--- config.mk ---
export PLATFORM = sky130hd
export DESIGN_NAME = instr_encode_loader
export DESIGN_NICKNAME = d
export VERILOG_FILES = /design/src/rtl/mips_isa_pkg.sv /design/src/rtl/instr_word_encoder.sv /design/src/rtl/instr_encode_loader.sv
export SDC_FILE = /design/constraint.sdc
export NUM_CORES = 1
export LEC_CHECK = 0
export ABC_AREA = 1
export CAP_MARGIN = 20
export CORE_AREA = 3 3 96 98
export DETAILED_ROUTE_END_ITERATION = 6
export DIE_AREA = 0 0 99 101
export PLACE_DENSITY_LB_ADDON = 0.2
export SETUP_SLACK_MARGIN = 0.05
export SLEW_MARGIN = 0
export SYNTH_ARGS = -nofsm -noshare
export SYNTH_HDL_FRONTEND = slang
export SYNTH_SLANG_ARGS = --single-unit
--- constraint.sdc ---
create_clock -name clk -period 1.65 [get_ports clk]
set_input_delay 0.33 -clock clk [delete_from_list [all_inputs] [get_ports clk]]
set_output_delay 0.33 -clock clk [all_outputs]
set_load 0.005 [all_outputs]
--- src/rtl/mips_isa_pkg.sv ---
`default_nettype none
// ============================================================================
// Module  : mips_isa_pkg
// Brief   : MIPS opcode, mnemonic and field-position definitions shared by
//           the instruction encoder/loader and the control decoder.
// Revision: 1.0 - initial release
// ============================================================================
package mips_isa_pkg;

  localparam logic [5:0] OP_RTYPE = 6'h00;
  localparam logic [5:0] OP_ADDI  = 6'h08;
  localparam logic [5:0] OP_ORI   = 6'h0d;
  localparam logic [5:0] OP_LUI   = 6'h0f;
  localparam logic [5:0] OP_BEQ   = 6'h04;
  localparam logic [5:0] OP_BNE   = 6'h05;
  localparam logic [5:0] OP_SW    = 6'h2b;
  localparam logic [5:0] OP_LW    = 6'h23;
  localparam logic [5:0] OP_J     = 6'h02;
  localparam logic [5:0] OP_JAL   = 6'h03;

  typedef enum logic [3:0] {
    MN_R    = 4'd0,
    MN_ADDI = 4'd1,
    MN_ORI  = 4'd2,
    MN_LUI  = 4'd3,
    MN_BEQ  = 4'd4,
    MN_BNE  = 4'd5,
    MN_SW   = 4'd6,
    MN_LW   = 4'd7,
    MN_J    = 4'd8,
    MN_JAL  = 4'd9
  } mnem_e;

  localparam int OP_MSB     = 31;
  localparam int OP_LSB     = 26;
  localparam int RS_MSB     = 25;
  localparam int RS_LSB     = 21;
  localparam int RT_MSB     = 20;
  localparam int RT_LSB     = 16;
  localparam int RD_MSB     = 15;
  localparam int RD_LSB     = 11;
  localparam int SHAMT_MSB  = 10;
  localparam int SHAMT_LSB  = 6;
  localparam int FUNCT_MSB  = 5;
  localparam int FUNCT_LSB  = 0;
  localparam int IMM_MSB    = 15;
  localparam int IMM_LSB    = 0;
  localparam int TARGET_MSB = 25;
  localparam int TARGET_LSB = 0;

  function automatic logic [31:0] enc_i_type(input logic [5:0]  op,
                                             input logic [4:0]  rs,
                                             input logic [4:0]  rt,
                                             input logic [15:0] imm);
    logic [31:0] w;
    w = 32'd0;
    w[OP_MSB:OP_LSB]   = op;
    w[RS_MSB:RS_LSB]   = rs;
    w[RT_MSB:RT_LSB]   = rt;
    w[IMM_MSB:IMM_LSB] = imm;
    return w;
  endfunction

endpackage
`default_nettype wire

--- src/rtl/instr_word_encoder.sv ---
`default_nettype none
// ============================================================================
// Module  : instr_word_encoder
// Brief   : Combinational assembly of a 32-bit MIPS word from decoded fields,
//           flagging mnemonic codes outside the supported set.
// Revision: 1.0 - initial release
// ============================================================================
module instr_word_encoder
  import mips_isa_pkg::*;
(
  input  logic [3:0]  mnem_i,
  input  logic [4:0]  rs_i,
  input  logic [4:0]  rt_i,
  input  logic [4:0]  rd_i,
  input  logic [4:0]  shamt_i,
  input  logic [5:0]  funct_i,
  input  logic [15:0] imm_i,
  input  logic [25:0] target_i,
  output logic [31:0] word_o,
  output logic        illegal_o
);

  always_comb begin
    word_o    = 32'd0;
    illegal_o = 1'b0;
    case (mnem_i)
      MN_R: begin
        word_o[OP_MSB:OP_LSB]       = OP_RTYPE;
        word_o[RS_MSB:RS_LSB]       = rs_i;
        word_o[RT_MSB:RT_LSB]       = rt_i;
        word_o[RD_MSB:RD_LSB]       = rd_i;
        word_o[SHAMT_MSB:SHAMT_LSB] = shamt_i;
        word_o[FUNCT_MSB:FUNCT_LSB] = funct_i;
      end
      MN_ADDI: word_o = enc_i_type(OP_ADDI, rs_i, rt_i, imm_i);
      MN_ORI:  word_o = enc_i_type(OP_ORI,  rs_i, rt_i, imm_i);
      // LUI has no source register; rs field is architecturally zero.
      MN_LUI:  word_o = enc_i_type(OP_LUI,  5'd0, rt_i, imm_i);
      MN_BEQ:  word_o = enc_i_type(OP_BEQ,  rs_i, rt_i, imm_i);
      MN_BNE:  word_o = enc_i_type(OP_BNE,  rs_i, rt_i, imm_i);
      MN_SW:   word_o = enc_i_type(OP_SW,   rs_i, rt_i, imm_i);
      MN_LW:   word_o = enc_i_type(OP_LW,   rs_i, rt_i, imm_i);
      MN_J: begin
        word_o[OP_MSB:OP_LSB]         = OP_J;
        word_o[TARGET_MSB:TARGET_LSB] = target_i;
      end
      MN_JAL: begin
        word_o[OP_MSB:OP_LSB]         = OP_JAL;
        word_o[TARGET_MSB:TARGET_LSB] = target_i;
      end
      default: illegal_o = 1'b1;
    endcase
  end

endmodule
`default_nettype wire

--- src/rtl/instr_encode_loader.sv ---
`default_nettype none
// ============================================================================
// Module  : instr_encode_loader
// Brief   : Accepts instruction beats, encodes them and writes the words
//           sequentially into instruction memory with one cycle of latency.
// Revision: 1.0 - initial release
// ============================================================================
module instr_encode_loader #(
  parameter int ADDR_WIDTH = 8,
  parameter int BASE_ADDR  = 0
) (
  input  logic                  clk,
  input  logic                  reset,
  input  logic                  start,
  input  logic                  in_valid,
  output logic                  in_ready,
  input  logic [3:0]            in_mnem,
  input  logic [4:0]            in_rs,
  input  logic [4:0]            in_rt,
  input  logic [4:0]            in_rd,
  input  logic [4:0]            in_shamt,
  input  logic [5:0]            in_funct,
  input  logic [15:0]           in_imm,
  input  logic [25:0]           in_target,
  input  logic                  in_last,
  output logic                  mem_we,
  output logic [ADDR_WIDTH-1:0] mem_addr,
  output logic [31:0]           mem_wdata,
  output logic [ADDR_WIDTH:0]   word_count,
  output logic                  load_done,
  output logic                  full,
  output logic                  err_illegal,
  output logic                  err_overflow
);

  localparam int                  DEPTH    = 2 ** ADDR_WIDTH;
  localparam logic [ADDR_WIDTH-1:0] BASE   = ADDR_WIDTH'(BASE_ADDR);
  localparam logic [ADDR_WIDTH:0] LAST_CNT = (ADDR_WIDTH + 1)'(DEPTH - 1);

  typedef enum logic [1:0] {
    S_IDLE = 2'd0,
    S_LOAD = 2'd1,
    S_DONE = 2'd2,
    S_FULL = 2'd3
  } state_e;

  state_e                state_q, state_d;
  logic [ADDR_WIDTH-1:0] ptr_q, ptr_d;
  logic [ADDR_WIDTH:0]   count_q, count_d;
  logic                  we_q, we_d;
  logic [ADDR_WIDTH-1:0] addr_q, addr_d;
  logic [31:0]           wdata_q, wdata_d;
  logic                  err_ill_q, err_ill_d;
  logic                  err_ovf_q, err_ovf_d;

  logic [31:0] enc_word;
  logic        enc_illegal;

  instr_word_encoder u_enc (
    .mnem_i   (in_mnem),
    .rs_i     (in_rs),
    .rt_i     (in_rt),
    .rd_i     (in_rd),
    .shamt_i  (in_shamt),
    .funct_i  (in_funct),
    .imm_i    (in_imm),
    .target_i (in_target),
    .word_o   (enc_word),
    .illegal_o(enc_illegal)
  );

  always_comb begin
    state_d   = state_q;
    ptr_d     = ptr_q;
    count_d   = count_q;
    we_d      = 1'b0;
    addr_d    = addr_q;
    wdata_d   = wdata_q;
    err_ill_d = err_ill_q;
    err_ovf_d = err_ovf_q;

    case (state_q)
      S_LOAD: begin
        if (in_valid) begin
          if (enc_illegal) begin
            err_ill_d = 1'b1;
            if (in_last) state_d = S_DONE;
          end else begin
            we_d    = 1'b1;
            addr_d  = ptr_q;
            wdata_d = enc_word;
            ptr_d   = ptr_q + 1'b1;
            count_d = count_q + 1'b1;
            // Capacity takes precedence so a last beat on the final slot reports FULL.
            if (count_q == LAST_CNT) state_d = S_FULL;
            else if (in_last)        state_d = S_DONE;
          end
        end
      end
      S_FULL: begin
        if (in_valid) err_ovf_d = 1'b1;
      end
      default: ;
    endcase

    if (start && (state_q != S_LOAD)) begin
      state_d   = S_LOAD;
      ptr_d     = BASE;
      addr_d    = BASE;
      count_d   = '0;
      err_ill_d = 1'b0;
      err_ovf_d = 1'b0;
    end
  end

  always_ff @(posedge clk) begin
    if (reset) begin
      state_q   <= S_IDLE;
      ptr_q     <= BASE;
      count_q   <= '0;
      we_q      <= 1'b0;
      addr_q    <= BASE;
      wdata_q   <= 32'd0;
      err_ill_q <= 1'b0;
      err_ovf_q <= 1'b0;
    end else begin
      state_q   <= state_d;
      ptr_q     <= ptr_d;
      count_q   <= count_d;
      we_q      <= we_d;
      addr_q    <= addr_d;
      wdata_q   <= wdata_d;
      err_ill_q <= err_ill_d;
      err_ovf_q <= err_ovf_d;
    end
  end

  assign in_ready     = (state_q == S_LOAD);
  assign mem_we       = we_q;
  assign mem_addr     = addr_q;
  assign mem_wdata    = wdata_q;
  assign word_count   = count_q;
  assign load_done    = (state_q == S_DONE) || (state_q == S_FULL);
  assign full         = (state_q == S_FULL);
  assign err_illegal  = err_ill_q;
  assign err_overflow = err_ovf_q;

endmodule
`default_nettype wire

Word level (Yosys, flattened, before mapping):

Index checks and enable logic that the tools add are counted.

* register bits after elaboration: 62
* input port bits: 77
* output and inout bits: 55
* word-level logic and storage cells: 49

* add/subtract/negate cells: 2
* equality and inequality tests: 14
* muxes and demuxes: 8
* bitwise logic cells: 3
* reductions and logical operators: 13

Operators with widths (number)
* $pmux 32 s10: 1
* $eq 4x3->1 const B: 4
* $reduce_or 10->1: 1
* $add 9x1->9 const B: 1
* $eq 9x8->1 const B: 1
* $add 8x1->8 const B: 1
* $eq 4x2->1 const B: 2
* $eq 4x4->1 const B: 2
* $mux 2: 3
* $reduce_and 2->1: 3
* $reduce_and 3->1: 2
* $eq 2x2->1 const B: 2
* $eq 4x1->1 const B: 1
* $logic_not 4->1: 1
* $mux 1: 4
* $reduce_bool 2->1: 2
* $not 1->1: 3
* $reduce_or 3->1: 1
* $eq 2x1->1 const B: 1
* $ne 2x1->1 const B: 1
* $reduce_or 2->1: 1
* $logic_and 1x1->1: 1
* $logic_or 1x1->1: 1

Logic depth before layout (Yosys ltp):

Gate-level depths: netlist (run 1).

* word-level depth: 6
* depth in mapped cells: 10
* mapped depth without buffers: 8

By module:

From an unflattened synthesis (run 1), not the netlist that was laid out.

* cells, all modules: 455
* area total of the unflattened synthesis: 3130.5 µm²

By module, submodules not included
* instr_encode_loader: instances 1, cells an instance 327, area each 2498.6 µm²
* instr_word_encoder: instances 1, cells an instance 128, area each 631.9 µm²

Least setup slack after synthesis (run 1):

Ideal clock, no wire load.

* kind: input -> register
* start: input port in_mnem[2]
* end: register count_q[1], in the netlist word_count[1]
* setup time: 116 ps
* arrival: 1211 ps
* data required time: 1534 ps
* slack: 323 ps
* cell stages on the path: 6
* buffers on the path: 2
* cell sequence: buf_4 > o21ai_0 > nand2_1 > buf_2 > o21ai_0 > nor2_1

* cells in the longest elaborated chain, start to end: 3
* elaborated cells between the ends (all ways): 12

RTL lines
* start: declaration: line instr_encode_loader.sv:17 `input logic [3:0] in_mnem,`
* $eq 4x1->1 (tied with other cells): line instr_word_encoder.sv:26 `case (mnem_i)`
* $reduce_or 10->1 (no source line) *
* $reduce_and 3->1 (no source line) *
* end signal: assignment: line instr_encode_loader.sv:129 `count_q <= count_d;`
* end: declaration: line instr_encode_loader.sv:49 `logic [ADDR_WIDTH:0] count_q, count_d;`

Mark *: on every way between the ends. The rest lies on a longest branch, timed or not.
A chain may end at the register's enable or synchronous reset.

Worst setup path in the final report (run 1):

* start: register count_q[2], in the netlist word_count[2]
* end: output port word_count[2]

RTL lines
* end: declaration: line instr_encode_loader.sv:29 `output logic [ADDR_WIDTH:0] word_count,`

No word-level cell between the ends.

==> results of run 1 <==
power breakdown:
group | internal [W] | leakage, nW | total, W | switching (W)
combinational | 0.000355 | 1.28 | 0.000600 | 0.000245
clock | 0.000541 | 0.0860 | 0.00114 | 0.000596
sequential | 0.00152 | 0.500 | 0.00155 | 0.0000278
total | 0.00242 | 1.87 | 0.00329 | 0.000869
layer usage:
metal / up-vias / global-route usage / part of all wire
met2: 109 / 0.308 / 0.48
met1: 1461 / 0.224 / 0.44
met5: - / 0 / 0
met3: 10 / 0.0374 / 0.066
met4: 0 / 0.0630 / 0.012
li1: 1706 / - / -
placed cells by master (no fill, tap or decap), drive strengths merged, types with 3 or more instances in the layout:
cell	count
clkdlybuf4s50	127
nand3	27
dfxtp	61
inv	46
nand2	96
ha	3
nor2	87
o21ai	48
buf	26
a21oi	46
clkinv	5
clkbuf	10
kinds of logic (layout without fill, tap and decap cells):
family | count (synthesis) | in the layout
buf+inv | 71 | 218
flops | 61 | 61
compound gates | 98 | 98
fa+ha+maj | 3 | 3
simple gates | 214 | 214
xor+xnor | 2 | 2
other cells | 1 | 1
through the flow:
stage	cell area [um2]	hold slack, ps	utilization	setup TNS (ps)	power [W]
4_1_cts	4690	453	0.548	0	0.00333
5_1_grt	4700	482	0.550	0	0.00346
2_1_floorplan	2960	399	-	0	0.00180
3_3_place_gp	4510	443	0.528	-7350	0.00218
6_report	4700	450	0.550	0	0.00329
3_5_place_dp	4510	442	0.528	-9120	0.00219
timing repair:
| action | in CTS | in global routing |
|---|---|---|
| hold buffers | 0 | 0 |
| resized for setup | 10 | 8 |
| endpoints found under the setup margin | 8 | 36 |
layout make-up:
class	instances	area, um2	area share
Clock inverter	6	40.0	0.00852
Multi-Input combinational cell	318	1430	0.305
Clock buffer	10	128	0.0271
Timing Repair Buffer	156	1560	0.332
Sequential cell	61	1230	0.262
Tap cell	108	135	0.0287
Inverter	46	173	0.0367
registers in the layout (all words and copies together) (netlist names):
register / count
err_illegal: 1
err_overflow: 1
mem_addr: 8
mem_wdata: 31
mem_we: 1
ptr_q: 8
state_q: 2
word_count: 9
path summary, 6_finish.rpt:
kind                                   start                   endpoint  slack [ps]  depth (start not counted)
hold reg to reg    err_overflow$_SDFFE_PP0P_  err_overflow$_SDFFE_PP0P_         450                          2
setup / recovery  word_count[2]$_SDFFE_PP0P_              word_count[2]         100                          1
setup reg to reg  word_count[0]$_SDFFE_PP0P_    state_q[1]$_SDFFE_PP0P_         280                          8
hold / removal     err_overflow$_SDFFE_PP0P_  err_overflow$_SDFFE_PP0P_         450                          2
==> impl_results.html, run 1 <==
<table>
<tr><th>Metric</th><th>Value</th></tr>
<tr><th colspan="2">Logic synthesis</th></tr>
<tr><td>Post-synthesis cell count</td><td>450</td></tr>
<tr><td>Number of warnings reported in the yosys synthesis log</td><td>0</td></tr>
<tr><td>Simple-gate portion of the synthesized area</td><td>0.292</td></tr>
<tr><td>Adder-Cell Fraction of Synth Area</td><td>0.0127</td></tr>
<tr><td>Sequential element share of the synthesized area</td><td>0.412</td></tr>
<tr><td>Netlist cell types</td><td>24</td></tr>
<tr><td>Proportion of synthesized flip-flops having asynchronous set or reset</td><td>0</td></tr>
<tr><td>Mapped Nets</td><td>530</td></tr>
<tr><td>Leading cell types by total area after synthesis</td><td>sky130_fd_sc_hd__dfxtp_1 41%, sky130_fd_sc_hd__nand2_1 12%, sky130_fd_sc_hd__nor2_1 11%</td></tr>
<tr><td>Number of synthesized flops with an enable pin</td><td>0</td></tr>
<tr><td>Ranking of synthesized cells by instance count</td><td>96 x sky130_fd_sc_hd__nand2_1, 86 x sky130_fd_sc_hd__nor2_1, 61 x sky130_fd_sc_hd__dfxtp_1, 48 x sky130_fd_sc_hd__o21ai_0, 46 x sky130_fd_sc_hd__a21oi_1</td></tr>
<tr><td>Largest area contributor in the netlist</td><td>sky130_fd_sc_hd__dfxtp_1</td></tr>
<tr><td>Post-synth top area share</td><td>0.412</td></tr>
<tr><td>Compound-Gate Fraction of Synth Area</td><td>0.168</td></tr>
<tr><td>Most used DFF post-synth</td><td>sky130_fd_sc_hd__dfxtp_1</td></tr>
<tr><td>Combinational family with the most area after synthesis</td><td>simple AND/OR/NAND/NOR gates</td></tr>
<tr><td>Average size of a mapped cell</td><td>6.58 um2</td></tr>
<tr><td>Share of cell area taken by muxes after synthesis</td><td>0</td></tr>
<tr><td>XOR/XNOR share of the synthesized area</td><td>0.00591</td></tr>
<tr><td>Cell with the most instances after synthesis</td><td>sky130_fd_sc_hd__nand2_1</td></tr>
<tr><td>Post-synthesis instance area</td><td>0.00296 mm2</td></tr>
<tr><td>FF+latch count, synth</td><td>61</td></tr>
<tr><th colspan="2">CTS</th></tr>
<tr><td>Setup fix buffers added after clock tree synthesis</td><td>0</td></tr>
<tr><td>CTS max path bufs</td><td>2</td></tr>
<tr><td>CTS Buf Count</td><td>9</td></tr>
<tr><td>Worst-skew pair later-pin latency</td><td>330 ps</td></tr>
<tr><td>CTS clock-pin slew for the worst setup and hold paths</td><td>70 ps</td></tr>
<tr><td>CTS tree</td><td>done</td></tr>
<tr><td>Level count of the clock H-tree</td><td>3</td></tr>
<tr><td>Buffer cell driving the clock tree root</td><td>sky130_fd_sc_hd__clkbuf_8</td></tr>
<tr><td>Sinks on the clock net</td><td>61</td></tr>
<tr><th colspan="2">Placement</th></tr>
<tr><td>Post-placement worst setup slack</td><td>-242 ps</td></tr>
<tr><td>Port Buffers</td><td>130</td></tr>
<tr><td>Instance count after placement with tap cells included</td><td>689</td></tr>
<tr><td>Final estimated routing congestion in global placement</td><td>0.844</td></tr>
<tr><td>Total half-perimeter wirelength after legalization and detailed placement</td><td>6.60 mm</td></tr>
<tr><th colspan="2">Layout</th></tr>
<tr><td>Number of non-filler instances in the completed layout</td><td>705</td></tr>
<tr><td>Fillers</td><td>856</td></tr>
<tr><td>Synth-to-Final Area Change</td><td>58.7%</td></tr>
<tr><td>Fin nets</td><td>672</td></tr>
<tr><td>Number of inserted diodes</td><td>0</td></tr>
<tr><td>Layout cell share with drive strength beyond 1</td><td>0.101</td></tr>
<tr><th colspan="2">Run status</th></tr>
<tr><td>Result of the run</td><td>completed</td></tr>
<tr><th colspan="2">Timing</th></tr>
<tr><td>Clock Skew</td><td>10.7 ps</td></tr>
<tr><td>Slew Limit Fails</td><td>0</td></tr>
<tr><td>RSZ-0062 raised after global routing</td><td>no</td></tr>
<tr><td>Share of the clock period used by the worst path after layout</td><td>0.937</td></tr>
<tr><td>Shortest clock period the worst path allows after layout</td><td>1550 ps</td></tr>
<tr><td>Setup-violating endpoint count in the final report</td><td>0</td></tr>
<tr><td>Worst path setup slack after routing</td><td>104 ps</td></tr>
<tr><td>Final hold violation count</td><td>0</td></tr>
<tr><td>Peak clock frequency supported by timing</td><td>647 MHz</td></tr>
<tr><th colspan="2">Pwr</th></tr>
<tr><td>Power density of the placed cells</td><td>700 mW/mm2</td></tr>
<tr><td>Leakage power summed over all cells</td><td>1.87 nW</td></tr>
<tr><td>Max IR drop VDD</td><td>0.338 mV</td></tr>
<tr><th colspan="2">Drt</th></tr>
<tr><td>Initial drt markers</td><td>117</td></tr>
<tr><td>DR WL/cell</td><td>12.8 um</td></tr>
<tr><td># DRC</td><td>0</td></tr>
<tr><td>Number of antenna-violating nets in the routed design</td><td>0</td></tr>
<tr><td>Count of vias placed by the detailed router</td><td>3286</td></tr>
<tr><td>Pre-antenna DRT Iters</td><td>5</td></tr>
<tr><td>Final Routed Wirelength</td><td>9.00 mm</td></tr>
<tr><td>Routed vias/inst</td><td>4.66</td></tr>
<tr><th colspan="2">Die</th></tr>
<tr><td>Number of rows in the core area</td><td>34</td></tr>
<tr><td>Initial standard-cell utilization of the core</td><td>0.346</td></tr>
<tr><td>Full die area</td><td>0.0100 mm2</td></tr>
<tr><td>Area of the core</td><td>0.00855 mm2</td></tr>
<tr><td>Overall die height</td><td>101 um</td></tr>
<tr><td>Horizontal die dimension</td><td>99 um</td></tr>
<tr><td>Top-Level Pins</td><td>132</td></tr>
<tr><th colspan="2">Min path</th></tr>
<tr><td>Type of the worst min-delay path</td><td>flop to flop</td></tr>
<tr><th colspan="2">Flow run</th></tr>
<tr><td>Number of max-capacitance violations reported</td><td>0</td></tr>
<tr><th colspan="2">Worst setup path</th></tr>
<tr><td>Crit-path max cell delay</td><td>510 ps</td></tr>
<tr><td>Startpoint type of the worst setup path</td><td>flop</td></tr>
<tr><td>Req. time, crit path</td><td>1320 ps</td></tr>
<tr><td>Buffers and inverters on the worst path</td><td>1</td></tr>
<tr><td>Crit end category</td><td>output pin</td></tr>
<tr><td>Crit-path cells</td><td>clkdlybuf4s50_1</td></tr>
<tr><td>Max Fanout on Critical Path</td><td>6</td></tr>
<tr><td>Worst setup path category</td><td>flop to output pin</td></tr>
<tr><td>Largest delay contributor family on the critical path</td><td>buffers and inverters</td></tr>
<tr><td>Arrival time of the worst setup path</td><td>1220 ps</td></tr>
<tr><td>Slowest-stage cell, CP</td><td>sky130_fd_sc_hd__clkdlybuf4s50_1</td></tr>
<tr><th colspan="2">Global route</th></tr>
<tr><td>Largest net degree at the start of global routing</td><td>36</td></tr>
<tr><td>Number of antenna violations at the first check in global routing</td><td>0</td></tr>
<tr><td>Gr ovfl total</td><td>0</td></tr>
<tr><td>Number of global-route vias before repair</td><td>3086</td></tr>
<tr><td>Global-route wire length before repair</td><td>14.6 mm</td></tr>
<tr><td>Total routing resource utilization after global routing</td><td>0.180</td></tr>
</table>
Note: power is estimated with default switching activity, not from simulation.
==> run 2, diff against run 1 <==
DONT_BUFFER_PORTS = 1   (was default)
==> impl_results.html, run 2 (same netlist as run 1, synthesis figures left out) <==
<table>
<tr><th>Metric</th><th>Value</th></tr>
<tr><th colspan="2">Worst setup path</th></tr>
<tr><td>Startpoint type of the worst setup path</td><td>flop</td></tr>
<tr><td>Req. time, crit path</td><td>1920 ps</td></tr>
<tr><td>Worst reg-to-reg setup slack</td><td>270 ps</td></tr>
<tr><td>Worst setup path category</td><td>flop to flop</td></tr>
<tr><td>Worst reg-to-reg path cell count</td><td>8</td></tr>
<tr><td>Launch point of the worst path</td><td>state_q[1]$_SDFFE_PP0P_</td></tr>
<tr><td>Critical register-to-register path endpoint</td><td>ptr_q[3]$_SDFFE_PP0P_</td></tr>
<tr><td>Termination of the worst setup path</td><td>ptr_q[3]$_SDFFE_PP0P_</td></tr>
<tr><td>Startpoint of the most critical register-to-register path</td><td>state_q[1]$_SDFFE_PP0P_</td></tr>
<tr><td>Max Fanout on Critical Path</td><td>18</td></tr>
<tr><td>Arrival time of the worst setup path</td><td>1650 ps</td></tr>
<tr><td>Crit end category</td><td>flop</td></tr>
<tr><th colspan="2">Timing</th></tr>
<tr><td>Shortest clock period the worst path allows after layout</td><td>1380 ps</td></tr>
<tr><td>Final hold violation count</td><td>0</td></tr>
<tr><td>Slew Limit Fails</td><td>0</td></tr>
<tr><td>Share of the clock period used by the worst path after layout</td><td>0.834</td></tr>
<tr><td>Setup_tns</td><td>0 ps</td></tr>
<tr><td>Actual transition at the worst max-transition pin</td><td>605 ps</td></tr>
<tr><td>RSZ-0062 raised after global routing</td><td>no</td></tr>
<tr><td>Tightest slew margin relative to the limit</td><td>0.592</td></tr>
<tr><td>Clock Skew</td><td>4.98 ps</td></tr>
<tr><td>Peak clock frequency supported by timing</td><td>727 MHz</td></tr>
<tr><td>Setup-violating endpoint count in the final report</td><td>0</td></tr>
<tr><td>Worst path setup slack after routing</td><td>275 ps</td></tr>
<tr><th colspan="2">Pwr</th></tr>
<tr><td>Power density of the placed cells</td><td>1010 mW/mm2</td></tr>
<tr><td>Comb power frac</td><td>0.080</td></tr>
<tr><td>Net load switching power</td><td>0.000787 W</td></tr>
<tr><td>Sequential group share of total power</td><td>0.470</td></tr>
<tr><td>Switching share of power</td><td>0.236</td></tr>
<tr><td>Internal power contribution</td><td>0.00255 W</td></tr>
<tr><td>Max IR drop VDD</td><td>0.397 mV</td></tr>
<tr><td>Clock Power Share</td><td>0.450</td></tr>
<tr><td>Leakage power summed over all cells</td><td>1.32 nW</td></tr>
<tr><th colspan="2">Global route</th></tr>
<tr><td>Gr ovfl total</td><td>0</td></tr>
<tr><td>Largest net degree at the start of global routing</td><td>48</td></tr>
<tr><td>Number of global-route vias before repair</td><td>2568</td></tr>
<tr><td>Number of antenna violations at the first check in global routing</td><td>0</td></tr>
<tr><td>Total routing resource utilization after global routing</td><td>0.158</td></tr>
<tr><td>Global-route wire length before repair</td><td>12.5 mm</td></tr>
<tr><th colspan="2">Layout</th></tr>
<tr><td>Synth-to-Final Area Change</td><td>11.5%</td></tr>
<tr><td>Final core utilization</td><td>0.386</td></tr>
<tr><td>Leading cell type in the layout, fill and taps excluded</td><td>sky130_fd_sc_hd__nand2_1</td></tr>
<tr><td>Number of non-filler instances in the completed layout</td><td>561</td></tr>
<tr><td>Fin nets</td><td>528</td></tr>
<tr><td>Largest register FFs</td><td>31</td></tr>
<tr><td>Number of inserted diodes</td><td>0</td></tr>
<tr><td>Layout cell share with drive strength beyond 1</td><td>0.0817</td></tr>
<tr><td>Most frequent cells in the layout</td><td>95 x sky130_fd_sc_hd__nand2_1, 85 x sky130_fd_sc_hd__nor2_1, 59 x sky130_fd_sc_hd__dfxtp_1</td></tr>
<tr><th colspan="2">Die</th></tr>
<tr><td>Full die area</td><td>0.0100 mm2</td></tr>
<tr><td>Top-Level Pins</td><td>132</td></tr>
<tr><td>Number of rows in the core area</td><td>34</td></tr>
<tr><td>Area of the core</td><td>0.00855 mm2</td></tr>
<tr><td>Overall die height</td><td>101 um</td></tr>
<tr><td>Horizontal die dimension</td><td>99 um</td></tr>
<tr><td>Initial standard-cell utilization of the core</td><td>0.346</td></tr>
<tr><th colspan="2">Drt</th></tr>
<tr><td># DRC</td><td>0</td></tr>
<tr><td>Final Routed Wirelength</td><td>7.98 mm</td></tr>
<tr><td>DR WL/cell</td><td>14.2 um</td></tr>
<tr><td>Routed vias/inst</td><td>4.87</td></tr>
<tr><td>Number of antenna-violating nets in the routed design</td><td>0</td></tr>
<tr><td>Initial drt markers</td><td>55</td></tr>
<tr><td>Pre-antenna DRT Iters</td><td>4</td></tr>
<tr><td>Count of vias placed by the detailed router</td><td>2731</td></tr>
<tr><th colspan="2">CTS</th></tr>
<tr><td>CTS tree</td><td>done</td></tr>
<tr><td>CTS Buf Count</td><td>9</td></tr>
<tr><td>Hold buffers post-CTS</td><td>0</td></tr>
<tr><td>Level count of the clock H-tree</td><td>3</td></tr>
<tr><td>CTS clock-pin slew for the worst setup and hold paths</td><td>70 ps</td></tr>
<tr><td>Sinks on the clock net</td><td>61</td></tr>
<tr><td>Worst-skew pair later-pin latency</td><td>330 ps</td></tr>
<tr><td>Buffer cell driving the clock tree root</td><td>sky130_fd_sc_hd__clkbuf_8</td></tr>
<tr><td>CTS max path bufs</td><td>2</td></tr>
<tr><th colspan="2">Run status</th></tr>
<tr><td>Result of the run</td><td>completed</td></tr>
<tr><th colspan="2">Flow run</th></tr>
<tr><td>Number of max-capacitance violations reported</td><td>0</td></tr>
<tr><th colspan="2">Placement</th></tr>
<tr><td>Instance count after placement with tap cells included</td><td>545</td></tr>
<tr><td>Post-placement worst setup slack</td><td>176 ps</td></tr>
<tr><td>Total half-perimeter wirelength after legalization and detailed placement</td><td>5.87 mm</td></tr>
<tr><td>Final estimated routing congestion in global placement</td><td>0.754</td></tr>
<tr><td>Port Buffers</td><td>0</td></tr>
<tr><th colspan="2">Min path</th></tr>
<tr><td>Type of the worst min-delay path</td><td>input pin to flop</td></tr>
</table>
run 2: changes by cell type in the layout (fill, tap and decap cells not counted), moves of 2 or more:
cell	before	now
sky130_fd_sc_hd__clkdlybuf4s50_1	127	0
sky130_fd_sc_hd__buf_4	21	10
sky130_fd_sc_hd__clkinv_4	2	0
sky130_fd_sc_hd__buf_12	5	2
sky130_fd_sc_hd__nor2_1	83	85
sky130_fd_sc_hd__clkbuf_8	9	11
sky130_fd_sc_hd__dfxtp_2	10	2
sky130_fd_sc_hd__bufinv_16	0	2
sky130_fd_sc_hd__nor2_2	3	1
sky130_fd_sc_hd__dfxtp_1	51	59
sky130_fd_sc_hd__dlygate4sd2_1	2	0
run 2: cell type report:
| type | count | area [um2] |
|---|---|---|
| Timing Repair Buffer | 12 | 115 |
| Fill cell | 917 | 5250 |
| Clock inverter | 4 | 70.1 |
| Tap cell | 108 | 135 |
| Clock buffer | 12 | 155 |
| Inverter | 46 | 173 |
| Sequential cell | 61 | 1220 |
| Multi-Input combinational cell | 318 | 1430 |
run 2: metal layers:
layer,wire length [um],vias to the layer above,track usage,part of all wire
li1,-,1425,-,-
met1,3510,1204,0.189,0.44
met2,3670,90,0.261,0.46
met3,668,12,0.0526,0.084
met4,125,0,0.0641,0.016
met5,0,-,0,0
run 2: what timing repair did:
item	in CTS	in global routing
gates resized for setup	0	5
buffers inserted	0	0
setup endpoints to repair	0	4
run 2: metrics by stage:
| stage | area, um2 | hold WS (ps) | total power [W] |
|---|---|---|---|
| finish | 3300 | 60.5 | 0.00333 |
| global route | 3300 | 46.8 | 0.00349 |
| CTS | 3290 | 40.7 | 0.00339 |
| detailed placement | 3070 | 403 | 0.00187 |
| global placement | 3070 | 400 | 0.00187 |
| floorplan | 2960 | 399 | 0.00180 |
run 2: how the worst min path moves through the flow:
stage           from                    endpoint  depth (start not counted)
2_1_floorplan  reset  mem_wdata[28]$_SDFFE_PP0P_                          1
3_3_place_gp   reset     state_q[0]$_SDFFE_PP0P_                          1
3_5_place_dp   reset  mem_wdata[31]$_SDFFE_PP0P_                          1
4_1_cts        reset  mem_wdata[28]$_SDFFE_PP0P_                          1
5_1_grt        reset     state_q[0]$_SDFFE_PP0P_                          1
6_report       reset     state_q[0]$_SDFFE_PP0P_                          1
run 2: power by group through the flow:
stage	registers [W]	logic (W)	clock network, W
after floorplan	0.00159	0.000219	0
after detailed placement	0.00160	0.000270	0
after global routing	0.00157	0.000312	0.00161
after CTS	0.00157	0.000271	0.00155
final	0.00157	0.000267	0.00150
after global placement	0.00160	0.000265	0
run 2: worst max-delay path, stage by stage, from the launching register on:
cell and delay (ps):
sky130_fd_sc_hd__dfxtp_1 310, sky130_fd_sc_hd__inv_1 80, sky130_fd_sc_hd__nand3_1 130, sky130_fd_sc_hd__inv_1 180, sky130_fd_sc_hd__nand2_2 140, sky130_fd_sc_hd__buf_12 190, sky130_fd_sc_hd__o21ai_0 140, sky130_fd_sc_hd__nand2_1 60
sky130_fd_sc_hd__nor2_1 80
